<file path="config.mk">
export PLATFORM = sky130hd
export DESIGN_NAME = kogge_sub_pipe_flat
export DESIGN_NICKNAME = d
export VERILOG_FILES = /design/src/rtl/kogge_sub_pipe_if.sv /design/src/rtl/kogge_sub_pipe.sv /design/src/flat_wrapper.sv
export SDC_FILE = /design/constraint.sdc
export NUM_CORES = 1
export LEC_CHECK = 0
export CAP_MARGIN = 20
export CORE_MARGIN = 4
export CORE_UTILIZATION = 60
export DETAILED_ROUTE_END_ITERATION = 10
export DONT_BUFFER_PORTS = 1
export PLACE_DENSITY_LB_ADDON = 0.1
export SLEW_MARGIN = 20
export SYNTH_ARGS = -nofsm -noshare
export SYNTH_HDL_FRONTEND = slang
export SYNTH_SLANG_ARGS = --single-unit
</file>
<file path="constraint.sdc">
create_clock -name clk -period 2.15 [get_ports clk]
set_input_delay 0.5375 -clock clk [delete_from_list [all_inputs] [get_ports clk]]
set_output_delay 0.5375 -clock clk [all_outputs]
set_load 0.05 [all_outputs]
</file>
<file path="src/rtl/kogge_sub_pipe_if.sv">
// Operand/result handshake bundle for the pipelined Kogge-Stone subtractor.
// The master drives operands and consumer ready; the slave returns results.
interface kogge_sub_pipe_if #(
  parameter int N = 8
);
  logic         in_valid;
  logic         in_ready;
  logic [N-1:0] a;
  logic [N-1:0] b;
  logic         bin;
  logic         out_valid;
  logic         out_ready;
  logic [N-1:0] d;
  logic         bout;
  logic         ovf;

  modport master (
    output in_valid, a, b, bin, out_ready,
    input  in_ready, out_valid, d, bout, ovf
  );

  modport slave (
    input  in_valid, a, b, bin, out_ready,
    output in_ready, out_valid, d, bout, ovf
  );
endinterface

</file>
<file path="src/rtl/kogge_sub_pipe.sv">
// Pipelined a - b - bin on a Kogge-Stone prefix network, one prefix level per
// register stage, with a global-advance valid/ready pipeline.
module kogge_sub_pipe #(
  parameter int N = 8
) (
  input  logic            clk,
  input  logic            rst_n,
  kogge_sub_pipe_if.slave bus
);
  localparam int M = $clog2(N);

  logic adv;

  // Prefix stages 0..M-1; stage k holds level-k generate/propagate
  logic [M-1:0]        v_reg, v_next;
  logic [M-1:0][N-1:0] g_reg, g_next;
  logic [M-1:0][N-1:0] p_reg, p_next;
  logic [M-1:0][N-1:0] p0_reg, p0_next;
  logic [M-1:0]        c0_reg, c0_next;
  logic [M-1:0]        sa_reg, sa_next;
  logic [M-1:0]        sb_reg, sb_next;

  logic [M:1][N-1:0]   lvl_g;
  logic [M:1][N-1:0]   lvl_p;

  logic [N:0]          c_vec;
  logic [N-1:0]        d_next;
  logic                bout_next;
  logic                ovf_next;

  logic                out_valid_reg;
  logic [N-1:0]        d_reg;
  logic                bout_reg;
  logic                ovf_reg;

  // Whole pipeline moves together; a held result freezes every stage
  assign adv          = ~out_valid_reg | bus.out_ready;
  assign bus.in_ready = adv;

  // Precompute on ~b and ~bin so the adder network performs subtraction
  assign g_next[0]  = bus.a & ~bus.b;
  assign p_next[0]  = bus.a ^ ~bus.b;
  assign p0_next[0] = bus.a ^ ~bus.b;
  assign c0_next[0] = ~bus.bin;
  assign sa_next[0] = bus.a[N-1];
  assign sb_next[0] = bus.b[N-1];
  assign v_next[0]  = bus.in_valid & adv;

  genvar gi, gk;

  generate
    for (gi = 1; gi <= M; gi++) begin : g_level
      localparam int S = 1 << (gi - 1);
      for (gk = 0; gk < N; gk++) begin : g_col
        if (gk < S) begin : g_pass
          assign lvl_g[gi][gk] = g_reg[gi-1][gk];
          assign lvl_p[gi][gk] = p_reg[gi-1][gk];
        end else begin : g_merge
          assign lvl_g[gi][gk] = g_reg[gi-1][gk]
                               | (p_reg[gi-1][gk] & g_reg[gi-1][gk-S]);
          assign lvl_p[gi][gk] = p_reg[gi-1][gk] & p_reg[gi-1][gk-S];
        end
      end
    end
  endgenerate

  generate
    for (gi = 1; gi < M; gi++) begin : g_stage
      assign g_next[gi]  = lvl_g[gi];
      assign p_next[gi]  = lvl_p[gi];
      assign p0_next[gi] = p0_reg[gi-1];
      assign c0_next[gi] = c0_reg[gi-1];
      assign sa_next[gi] = sa_reg[gi-1];
      assign sb_next[gi] = sb_reg[gi-1];
      assign v_next[gi]  = v_reg[gi-1];
    end
  endgenerate

  // Final level folds in the carry-in, giving every column's carry
  assign c_vec[0] = c0_reg[M-1];
  generate
    for (gi = 0; gi < N; gi++) begin : g_post
      assign c_vec[gi+1] = lvl_g[M][gi] | (lvl_p[M][gi] & c0_reg[M-1]);
      assign d_next[gi]  = p0_reg[M-1][gi] ^ c_vec[gi];
    end
  endgenerate

  assign bout_next = ~c_vec[N];
  assign ovf_next  = (sa_reg[M-1] ^ sb_reg[M-1]) & (sa_reg[M-1] ^ d_next[N-1]);

  always_ff @(posedge clk or negedge rst_n) begin
    if (!rst_n) begin
      v_reg         <= '0;
      g_reg         <= '0;
      p_reg         <= '0;
      p0_reg        <= '0;
      c0_reg        <= '0;
      sa_reg        <= '0;
      sb_reg        <= '0;
      out_valid_reg <= 1'b0;
      d_reg         <= '0;
      bout_reg      <= 1'b0;
      ovf_reg       <= 1'b0;
    end else if (adv) begin
      v_reg         <= v_next;
      g_reg         <= g_next;
      p_reg         <= p_next;
      p0_reg        <= p0_next;
      c0_reg        <= c0_next;
      sa_reg        <= sa_next;
      sb_reg        <= sb_next;
      out_valid_reg <= v_reg[M-1];
      d_reg         <= d_next;
      bout_reg      <= bout_next;
      ovf_reg       <= ovf_next;
    end
  end

  assign bus.out_valid = out_valid_reg;
  assign bus.d         = d_reg;
  assign bus.bout      = bout_reg;
  assign bus.ovf       = ovf_reg;
endmodule

</file>
<file path="src/flat_wrapper.sv">
// flat-port wrapper written by rule: the top's interface ports become plain ports
module kogge_sub_pipe_flat 
#(
  parameter int N = 8
)
  (clk, rst_n, bus_in_valid, bus_a, bus_b, bus_bin, bus_out_ready, bus_in_ready, bus_out_valid, bus_d, bus_bout, bus_ovf);
  kogge_sub_pipe_if #(.N(N)) bus_i ();
  input  logic clk;
  input  logic rst_n;
  input wire logic [$bits(bus_i.in_valid)-1:0] bus_in_valid;
  input wire logic [$bits(bus_i.a)-1:0] bus_a;
  input wire logic [$bits(bus_i.b)-1:0] bus_b;
  input wire logic [$bits(bus_i.bin)-1:0] bus_bin;
  input wire logic [$bits(bus_i.out_ready)-1:0] bus_out_ready;
  output wire logic [$bits(bus_i.in_ready)-1:0] bus_in_ready;
  output wire logic [$bits(bus_i.out_valid)-1:0] bus_out_valid;
  output wire logic [$bits(bus_i.d)-1:0] bus_d;
  output wire logic [$bits(bus_i.bout)-1:0] bus_bout;
  output wire logic [$bits(bus_i.ovf)-1:0] bus_ovf;
  assign bus_i.in_valid = bus_in_valid;
  assign bus_i.a = bus_a;
  assign bus_i.b = bus_b;
  assign bus_i.bin = bus_bin;
  assign bus_i.out_ready = bus_out_ready;
  assign bus_in_ready = bus_i.in_ready;
  assign bus_out_valid = bus_i.out_valid;
  assign bus_d = bus_i.d;
  assign bus_bout = bus_i.bout;
  assign bus_ovf = bus_i.ovf;
  kogge_sub_pipe #(.N(N)) u_core (.clk(clk), .rst_n(rst_n), .bus(bus_i));
endmodule
</file>
==> summary.txt, run 1 <==
STA
  • Slew HR: roughly two thirds
  • Fin Setup TNS: 0 ns
  • Post-layout min period: about 1.7 ns
  • Worst Tran Pin Value: just under 0.5 ns
  • Final-report hold violation count: 85
  • Tcrit/Tclk final: between 70% and 80%
  • # setup viols final: 0
  • Final worst setup slack: approximately 0.48 ns
  • WHS: -0.124 ns
  • Fin. max-slew vios: 0
  • Final Skew: approximately 0.0068 ns
  • Fmax: 0.598 GHz
  • RSZ-0062 raised after global routing: no

Clocking
  • Post-CTS Resized: 0
  • H-tree levels: 3
  • Clock buffer depth: 2
  • Num Clock Sinks: 85
  • CTS root buffer: clkbuf_8
  • Inserted Clock Buffers: 9
  • Clock slew at reported path FFs: 0.08 ns
  • Post CTS Setup Buffer Count: 0
  • Clock Latency Late Sink: roughly 0.35 ns
  • TritonCTS clock tree: yes

Setup path
  • CP startpoint kind: flop
  • Crit path required time: 1.61 ns
  • Crit-path cells: nor2b_4 -> inv_2
  • CP endpoint kind: output pin
  • Max stage delay on crit path: a little under 0.4 ns
  • CP Class: flop to output pin
  • CP max-delay cell: dfrtp_1
  • WP data arrival: 1.14 ns
  • Worst Path Max Fanout: 3

Place
  • Placed Area: 3590 um^2
  • Gpl congestion: 0.738
  • # port buffers: 0
  • Final HPWL DP: about 4000 um
  • DP Worst Slack: 0.663 ns

Synthesis
  • Seq/Total Area, Yosys: between 60% and 70%
  • Mapped Nets: about 420
  • Syn Inst Count: 385
  • Number of synthesized flops with an enable pin: 0
  • Synth Warn #: 0
  • Synth cell count leaders: nand2_1 (181), dfrtp_1 (85), a21oi_1 (21)
  • Flops & latches, synth: 85
  • Yosys cell types: 24
  • Most common cell in the synthesized netlist: nand2_1
  • Yosys top cell area share: approximately three fifths
  • Cell taking the most area after synthesis: dfrtp_1
  • Mean Syn Cell Area: between 9 and 10 um^2
  • Top_reg_cell synth: dfrtp_1
  • Synth top area cells: dfrtp_1 (61%), nand2_1 (19%), ha_1 (3.2%)
  • Ys async rst share: 100%
  • Syn Std Cell Area: between 3000 and 4000 um^2

Power
  • Max VDD drop: roughly 0.76 mV
  • Pwr dens: 1430 nW/um^2
  • Tot Pwr: between 5 and 6 mW
  • Leakage: slightly below 2 nW

Routing
  • Total wire length: between 6000 and 7000 um
  • Drc violations: 0
  • Met3 wire length: between 200 and 250 um
  • Drt wl/cell: 13.7 um
  • Met1 Wirelength: between 3000 and 4000 um
  • Vias: approximately 2,400
  • Router iterations before antenna repair: 4
  • Antenna Nets Post-Route: 0
  • Top layer in use: met4
  • Met2 WL: roughly 2700 um
  • Iter 0 DRT Violations: 238
  • Via density: between 5 and 6

GRT
  • First-pass GRT wire length: between 10,000 and 15,000 um
  • Grt ovf: 0
  • GRT Total Usage: a little under a fifth
  • Largest net degree at the start of global routing: 86
  • Vias in the first global route: between 2,000 and 2,500
  • Antenna violations before repair: 0

Cells and area
  • Finished Cell Area: roughly 3800 um^2
  • Final #Nets: 413
  • Area delta synth->final: 7.40%
  • Final Util: between 60% and 70%
  • Max reg flops: 21
  • Fraction of layout cells with a size suffix above 1: approximately 6.4%
  • Antenna diode count: 0

Die
  • # IOs: 33
  • Core region area: approximately 5600 um^2
  • Num rows: 27
  • Die area: ~7100 um^2
  • Initial Util: a little over three fifths
  • Die height: between 80 and 90 um
  • Die width: 84.4 um

Run status
  • Status: complete, but fails checks
  • Failing checks: hold timing

Min path
  • Worst min path class: input pin to async pin

Job
  • Max Cap Viol: 0
-- critical path, delay by kind of cell (launching register included) --
family,cells,cell delay [ns]
buffers and inverters,1,0.25
flip-flops,1,0.39
AND/OR/NAND/NOR,1,0.15
-- metal layers --
metal | up-vias | GRT usage [%]
met5 | - | 0
met2 | 43 | 26.0
li1 | 1214 | -
met1 | 1088 | 29.3
met4 | 0 | 7.77
met3 | 9 | 5.30
-- stage by stage --
step	hold WS (ns)	instances
5_1_grt	-0.147	460
4_1_cts	-0.132	460
2_1_floorplan	0.242	385
3_5_place_dp	0.245	444
6_report	-0.124	460
3_3_place_gp	0.244	444
-- report_power, final --
part / switching, mW / internal, mW
Combinational: 0.773 / 0.546
Sequential: 0.824 / 2.22
Clock: 0.533 / 0.484
Total: 2.13 / 3.25
-- path summary, 6_finish.rpt --
check | slack (ns) | start | end | depth (start not counted)
max in group asynchronous | 2.15 | rst_n | u_core.g_reg[5] | 0
hold / removal | -0.12 | rst_n | u_core.bus.bout | 0
setup / recovery | 0.48 | u_core.bus.out_valid | bus_in_ready | 2
min in group clk | 0.27 | bus_bin | u_core.c0_reg[0] | 1
hold reg to reg | 0.47 | u_core.v_reg[2] | u_core.bus.out_valid | 1
setup reg to reg | 0.65 | u_core.p_reg[22] | u_core.bus.ovf | 4
-- cell families (layout without fill, tap and decap cells) --
family,after synthesis,after routing,share of synthesized area (%)
AO/OA/AOI/OAI,48,48,7.58
flip-flops,85,85,60.8
adder cells (fa/ha/maj),9,9,3.22
XOR/XNOR,6,6,1.50
buffers and inverters,29,32,3.25
AND/OR/NAND/NOR,208,208,23.7
-- layout by cell type (no fill, tap or decap), types with 2 or more instances in the layout --
master / synthesis / final
nand2_1: 181 / 181
dfrtp_1: 85 / 85
a21oi_1: 21 / 21
o21ai_0: 20 / 20
nand3_1: 13 / 13
clkbuf_8: 0 / 11
inv_1: 10 / 10
ha_1: 9 / 9
nor2_1: 8 / 8
clkbuf_1: 14 / 4
xnor2_1: 3 / 3
xor2_1: 3 / 3
buf_4: 0 / 3
a21o_2: 2 / 2
buf_12: 0 / 2
-- layout make-up --
cell class,count,area [um^2]
Fill cell,470,1820
Clock inverter,1,5.00
Sequential cell,85,2130
Clock buffer,15,166
Inverter,11,41.3
Tap cell,72,90.1
Timing Repair Buffer,5,62.6
Multi-Input combinational cell,271,1270
Note: power is estimated with default switching activity, not from simulation.
==> inputs of run 2 (changes only) <==
- CORE_UTILIZATION: 60 -> 56
- clock period: 2.15 -> 1.4 ns (I/O delays scaled with it)
==> summary.txt, run 2 (synthesis results as in run 1) <==
Setup path
  • WP data arrival: ~1.1 ns
  • Max stage delay on crit path: a little over 0.4 ns
  • CP Class: flop to output pin
  • Crit-path cells: nor2b_4 -> inv_4 -> buf_8
  • CP max-delay cell: dfrtp_2
  • Worst Path Max Fanout: 2
  • CP startpoint kind: flop
  • CP endpoint kind: output pin
  • Crit path required time: approximately 1.1 ns

Cells and area
  • Final #Nets: 423
  • Area delta synth->final: 11.0%
  • Post-Layout Cell Count: 471
  • Multi-input logic area: 1280 um^2
  • Fraction of layout cells with a size suffix above 1: under 10%
  • Antenna diode count: 0
  • Storage cell area: roughly 2100 um^2
  • Commonest non-fill, non-tap cell in the layout: nand2_1
  • Fillers: 503
  • Max reg flops: 21
  • Most frequent cells in the layout: nand2_1 (181), dfrtp_1 (84), o21ai_0 (20)

STA
  • # setup viols final: 2
  • Fmax: between 0.6 and 0.7 GHz
  • Fin. max-slew vios: 0
  • Worst Tran Pin Value: 0.500 ns
  • RSZ-0062 raised after global routing: yes
  • Tcrit/Tclk final: 103%
  • WHS: -0.310 ns
  • Final-report hold violation count: between 80 and 90
  • Final worst setup slack: -0.0411 ns
  • Slew HR: approximately two thirds
  • Post-layout min period: ~1.4 ns
  • Final Skew: between 0.007 and 0.008 ns

Power
  • Pwr dens: between 2000 and 2500 nW/um^2
  • Max VDD drop: 1.13 mV
  • Leakage: 2.01 nW

Routing
  • Via density: ~5.1
  • Antenna Nets Post-Route: 0
  • Total wire length: between 6000 and 7000 um
  • Iter 0 DRT Violations: 183
  • Vias: approximately 2,400
  • Drc violations: 0
  • Router iterations before antenna repair: 4
  • Drt wl/cell: roughly 14 um

Die
  • Die height: between 80 and 90 um
  • # IOs: 33
  • Die area: between 7000 and 8000 um^2
  • Initial Util: 58.4%
  • Die width: about 87 um
  • Num rows: 28
  • Core region area: 5990 um^2

Place
  • Inst Count DP: about 450
  • Final HPWL DP: between 4000 and 5000 um
  • # port buffers: 0
  • Gpl congestion: between 0.7 and 0.8

Clocking
  • Clock buffer depth: 2
  • H-tree levels: 3
  • TritonCTS clock tree: yes
  • Inserted Clock Buffers: 9
  • Clock Latency Late Sink: approximately 0.34 ns
  • Num Clock Sinks: 85
  • Clock slew at reported path FFs: about 0.08 ns
  • CTS root buffer: clkbuf_8

Run status
  • Status: complete, but fails checks
  • Failing checks: hold timing, setup timing

Job
  • Max Cap Viol: 0

GRT
  • First-pass GRT wire length: ~11,000 um
  • Antenna violations before repair: 0
  • Grt ovf: 0
  • Vias in the first global route: around 2,300
  • Largest net degree at the start of global routing: 86
  • GRT Total Usage: 19.3%

Min path
  • Worst min path class: input pin to async pin
run 2: changes by cell type in the layout (fill, tap and decap cells not counted):
| cell | change |
|---|---|
| a21oi_2 | +2 |
| dfrtp_1 | -1 |
| a21oi_1 | -2 |
| buf_12 | +2 |
| a31oi_4 | +1 |
| a31oi_2 | -1 |
| inv_2 | -1 |
| clkinv_2 | +1 |
| inv_4 | +1 |
| buf_4 | +7 |
| buf_8 | +1 |
| clkbuf_1 | -3 |
| dfrtp_2 | +1 |
run 2: cell type report:
cell class / instances / area share [%]
flip-flops and latches: 85 / 54.8
multi-input cells: 271 / 33.0
repair buffers: 15 / 4.38
clock buffers: 12 / 3.99
well taps: 75 / 2.42
inverters: 11 / 1.13
clock inverters: 2 / 0.258
run 2: routing by layer:
| layer | vias to the layer above | wire length, um | share of wire (%) | global-route usage [%] |
|---|---|---|---|---|
| li1 | 1231 | - | - | - |
| met5 | - | 0 | 0 | 0 |
| met1 | 1122 | 3130 | 49 | 27.0 |
| met4 | 0 | 101 | 1.6 | 7.65 |
| met3 | 10 | 222 | 3.4 | 4.54 |
| met2 | 40 | 2980 | 46 | 29.2 |
run 2: power by group:
part / total (mW) / internal, mW / switching (mW)
combinational: 2.29 / 1.02 / 1.27
sequential: 4.69 / 3.42 / 1.27
clock: 1.49 / 0.717 / 0.776
run 2: worst max-delay path, delay by kind of cell (launching register included):
kind / cells / cell delay (ns)
buffers and inverters: 2 / 0.20
DFF: 1 / 0.41
and+or+nand+nor: 1 / 0.14
run 2: repair_timing:
action / 4_1_cts / 5_1_grt
setup buffers: 3 / 1
pin swaps: 2 / 2
endpoints found under the hold margin: 85 / 85
gates resized for setup: 3 / 1
endpoints found under the setup margin: 2 / 5
run 2: stage by stage:
stage | total power [mW] | setup TNS, ns | util [%] | worst slack (ns) | cell area [um^2]
after CTS | 8.52 | -0.0610 | 64.6 | -0.0610 | 3870
after detailed placement | 6.96 | -0.0188 | 61.2 | -0.0188 | 3670
after global routing | 9.11 | -0.166 | 64.8 | -0.0824 | 3880
after floorplan | 6.21 | -0.177 | - | -0.0368 | 3530
final | 8.47 | -0.0519 | 64.8 | -0.0411 | 3880
after global placement | 6.85 | 0 | 61.2 | 0.0134 | 3670
run 2: worst paths after layout:
path,endpoint,depth (start not counted),slack [ns],from
max in group asynchronous,u_core.bus.d[5],0,1.58,rst_n
max,bus_in_ready,3,-0.04,u_core.bus.out_valid
min,u_core.bus.d[7],0,-0.31,rst_n
max reg2reg,u_core.bus.ovf,4,-0.01,u_core.p_reg[22]
min reg2reg,u_core.v_reg[2],2,0.47,u_core.v_reg[2]
min in group clk,u_core.c0_reg[0],1,0.08,bus_bin
==> inputs of run 3 (changes only) <==
- CORE_MARGIN: 4 -> 1.5
- GPL_TIMING_DRIVEN: not set -> 0
==> summary.txt, run 3 (synthesis results as in run 1) <==
Clocking
  • Num Clock Sinks: 85
  • Clock Latency Late Sink: between 0.3 and 0.4 ns
  • TritonCTS clock tree: yes
  • Clock slew at reported path FFs: roughly 0.08 ns
  • CTS root buffer: clkbuf_8
  • Inserted Clock Buffers: 9
  • H-tree levels: 3
  • Clock buffer depth: 2

Routing
  • Drc violations: 0
  • Iter 0 DRT Violations: between 200 and 300
  • Total wire length: between 9000 and 10,000 um
  • Vias: about 2,900
  • Router iterations before antenna repair: 5
  • Antenna Nets Post-Route: 0
  • Via density: roughly 5.7
  • Drt wl/cell: 19.6 um

STA
  • # setup viols final: 85
  • Fin. max-slew vios: 0
  • Final-report hold violation count: between 80 and 90
  • WHS: -0.317 ns
  • Post-layout min period: 1.80 ns
  • Final worst setup slack: -0.399 ns
  • RSZ-0062 raised after global routing: yes
  • Fmax: roughly 0.56 GHz
  • Slew HR: 66.8%
  • Tcrit/Tclk final: 129%
  • Final Skew: around 0.0075 ns
  • Worst Tran Pin Value: ~0.50 ns

Place
  • Gpl congestion: roughly 0.8
  • Placed Area: ~3600 um^2
  • Final HPWL DP: roughly 5000 um
  • DP Worst Slack: -0.333 ns
  • Inst Count DP: 460
  • # port buffers: 0

Setup path
  • CP startpoint kind: flop
  • CP Class: flop to output pin
  • CP max-delay cell: dfrtp_2
  • CP endpoint kind: output pin
  • R2r setup slk: -0.32 ns
  • Worst Path Max Fanout: 5
  • Crit path required time: between 1 and 1.5 ns
  • R2R depth: 9
  • Reg2reg end: u_core.p0_reg[20]
  • WP data arrival: ~1.5 ns
  • Crit-path cells: nor2b_4 -> buf_8 -> inv_8 -> clkbuf_16
  • R2R Path Start: u_core.bus.out_valid
  • Max stage delay on crit path: ~0.54 ns

Cells and area
  • Finished Cell Area: 4740 um^2
  • Antenna diode count: 0
  • Post-Layout Cell Count: a little over 500
  • Area delta synth->final: 35.5%
  • Most frequent cells in the layout: nand2_1 (143), dfrtp_1 (83), nand2_2 (36)
  • Fraction of layout cells with a size suffix above 1: slightly below 30%
  • Final #Nets: roughly 460
  • Max reg flops: 21
  • Commonest non-fill, non-tap cell in the layout: nand2_1

Power
  • Tot Pwr: between 10 and 15 mW
  • Max VDD drop: roughly 1.4 mV
  • Pwr dens: approximately 2200 nW/um^2
  • Leakage: roughly 2.4 nW

GRT
  • GRT Total Usage: between 20% and 30%
  • Antenna violations before repair: 0
  • First-pass GRT wire length: about 13,000 um
  • Largest net degree at the start of global routing: between 80 and 90
  • Vias in the first global route: about 2,700
  • Grt ovf: 0

Die
  • # IOs: 33
  • Die width: a little over 80 um
  • Initial Util: between 50% and 60%
  • Die area: roughly 6700 um^2
  • Die height: between 80 and 90 um
  • Core region area: 5990 um^2
  • Num rows: 28

Job
  • Max Cap Viol: 0

Run status
  • Failing checks: hold timing, setup timing
  • Status: complete, but fails checks

Min path
  • Worst min path class: input pin to async pin
==> run 3: cell types whose count changed in the layout (fill, tap and decap cells not counted), sizes merged <==
cell,change
buf,+18
clkbuf,+20
clkinv,-2
==> run 3: cell type report <==
type	instances	area, um^2
Buffer	18	334
Clock buffer	16	190
Multi-Input combinational cell	271	1480
Sequential cell	85	2130
Fill cell	347	1250
Timing Repair Buffer	31	464
Tap cell	75	93.8
Inverter	11	48.8
==> run 3: layer usage <==
layer,GRT usage (%),wire length (um)
met2,44.0,4850
met3,4.11,654
met1,37.8,3960
met5,0,0
met4,14.6,449
==> run 3: report_power, final <==
group          leakage (nW)  internal [mW]  total (mW)  switching, mW
sequential             1.06           3.42        4.90           1.48
clock                0.0970          0.844        1.69          0.844
combinational          1.25           2.06        4.02           1.95
total                  2.40           6.33        10.6           4.28
==> run 3: how the worst max path moves through the flow <==
stage,end,start,cells past startpoint
after floorplan,bus_in_ready,u_core.bus.out_valid,4
after detailed placement,u_core.p_reg[22],u_core.bus.out_valid,6
final,bus_in_ready,u_core.bus.out_valid,4
after CTS,bus_in_ready,u_core.bus.out_valid,4
after global placement,u_core.p_reg[22],u_core.bus.out_valid,6
after global routing,bus_in_ready,u_core.bus.out_valid,4
==> run 3: critical path, delay by kind of cell, from the launching register on <==
family / cells / cell delay, ns
flops: 1 / 0.54
buf+inv: 3 / 0.32
simple gates: 1 / 0.23
==> run 3: metrics by stage <==
stage	utilization [%]	TNS, ns	hold slack [ns]
4_1_cts	70.9	-8.28	-0.318
6_report	79.1	-15.23	-0.317
3_3_place_gp	60.5	-19.59	0.0566
5_1_grt	79.1	-18.42	-0.327
3_5_place_dp	60.5	-20.74	0.0562
2_1_floorplan	-	-0.177	0.0544
==> run 3: what timing repair did <==
| item | 4_1_cts | 5_1_grt |
|---|---|---|
| endpoints found under the setup margin | 85 | 85 |
| gates cloned | 6 | 8 |
| hold endpoints to repair | 85 | 85 |
| pin swaps | 3 | 4 |
| resized for setup | 66 | 95 |
| buffers inserted | 9 | 8 |
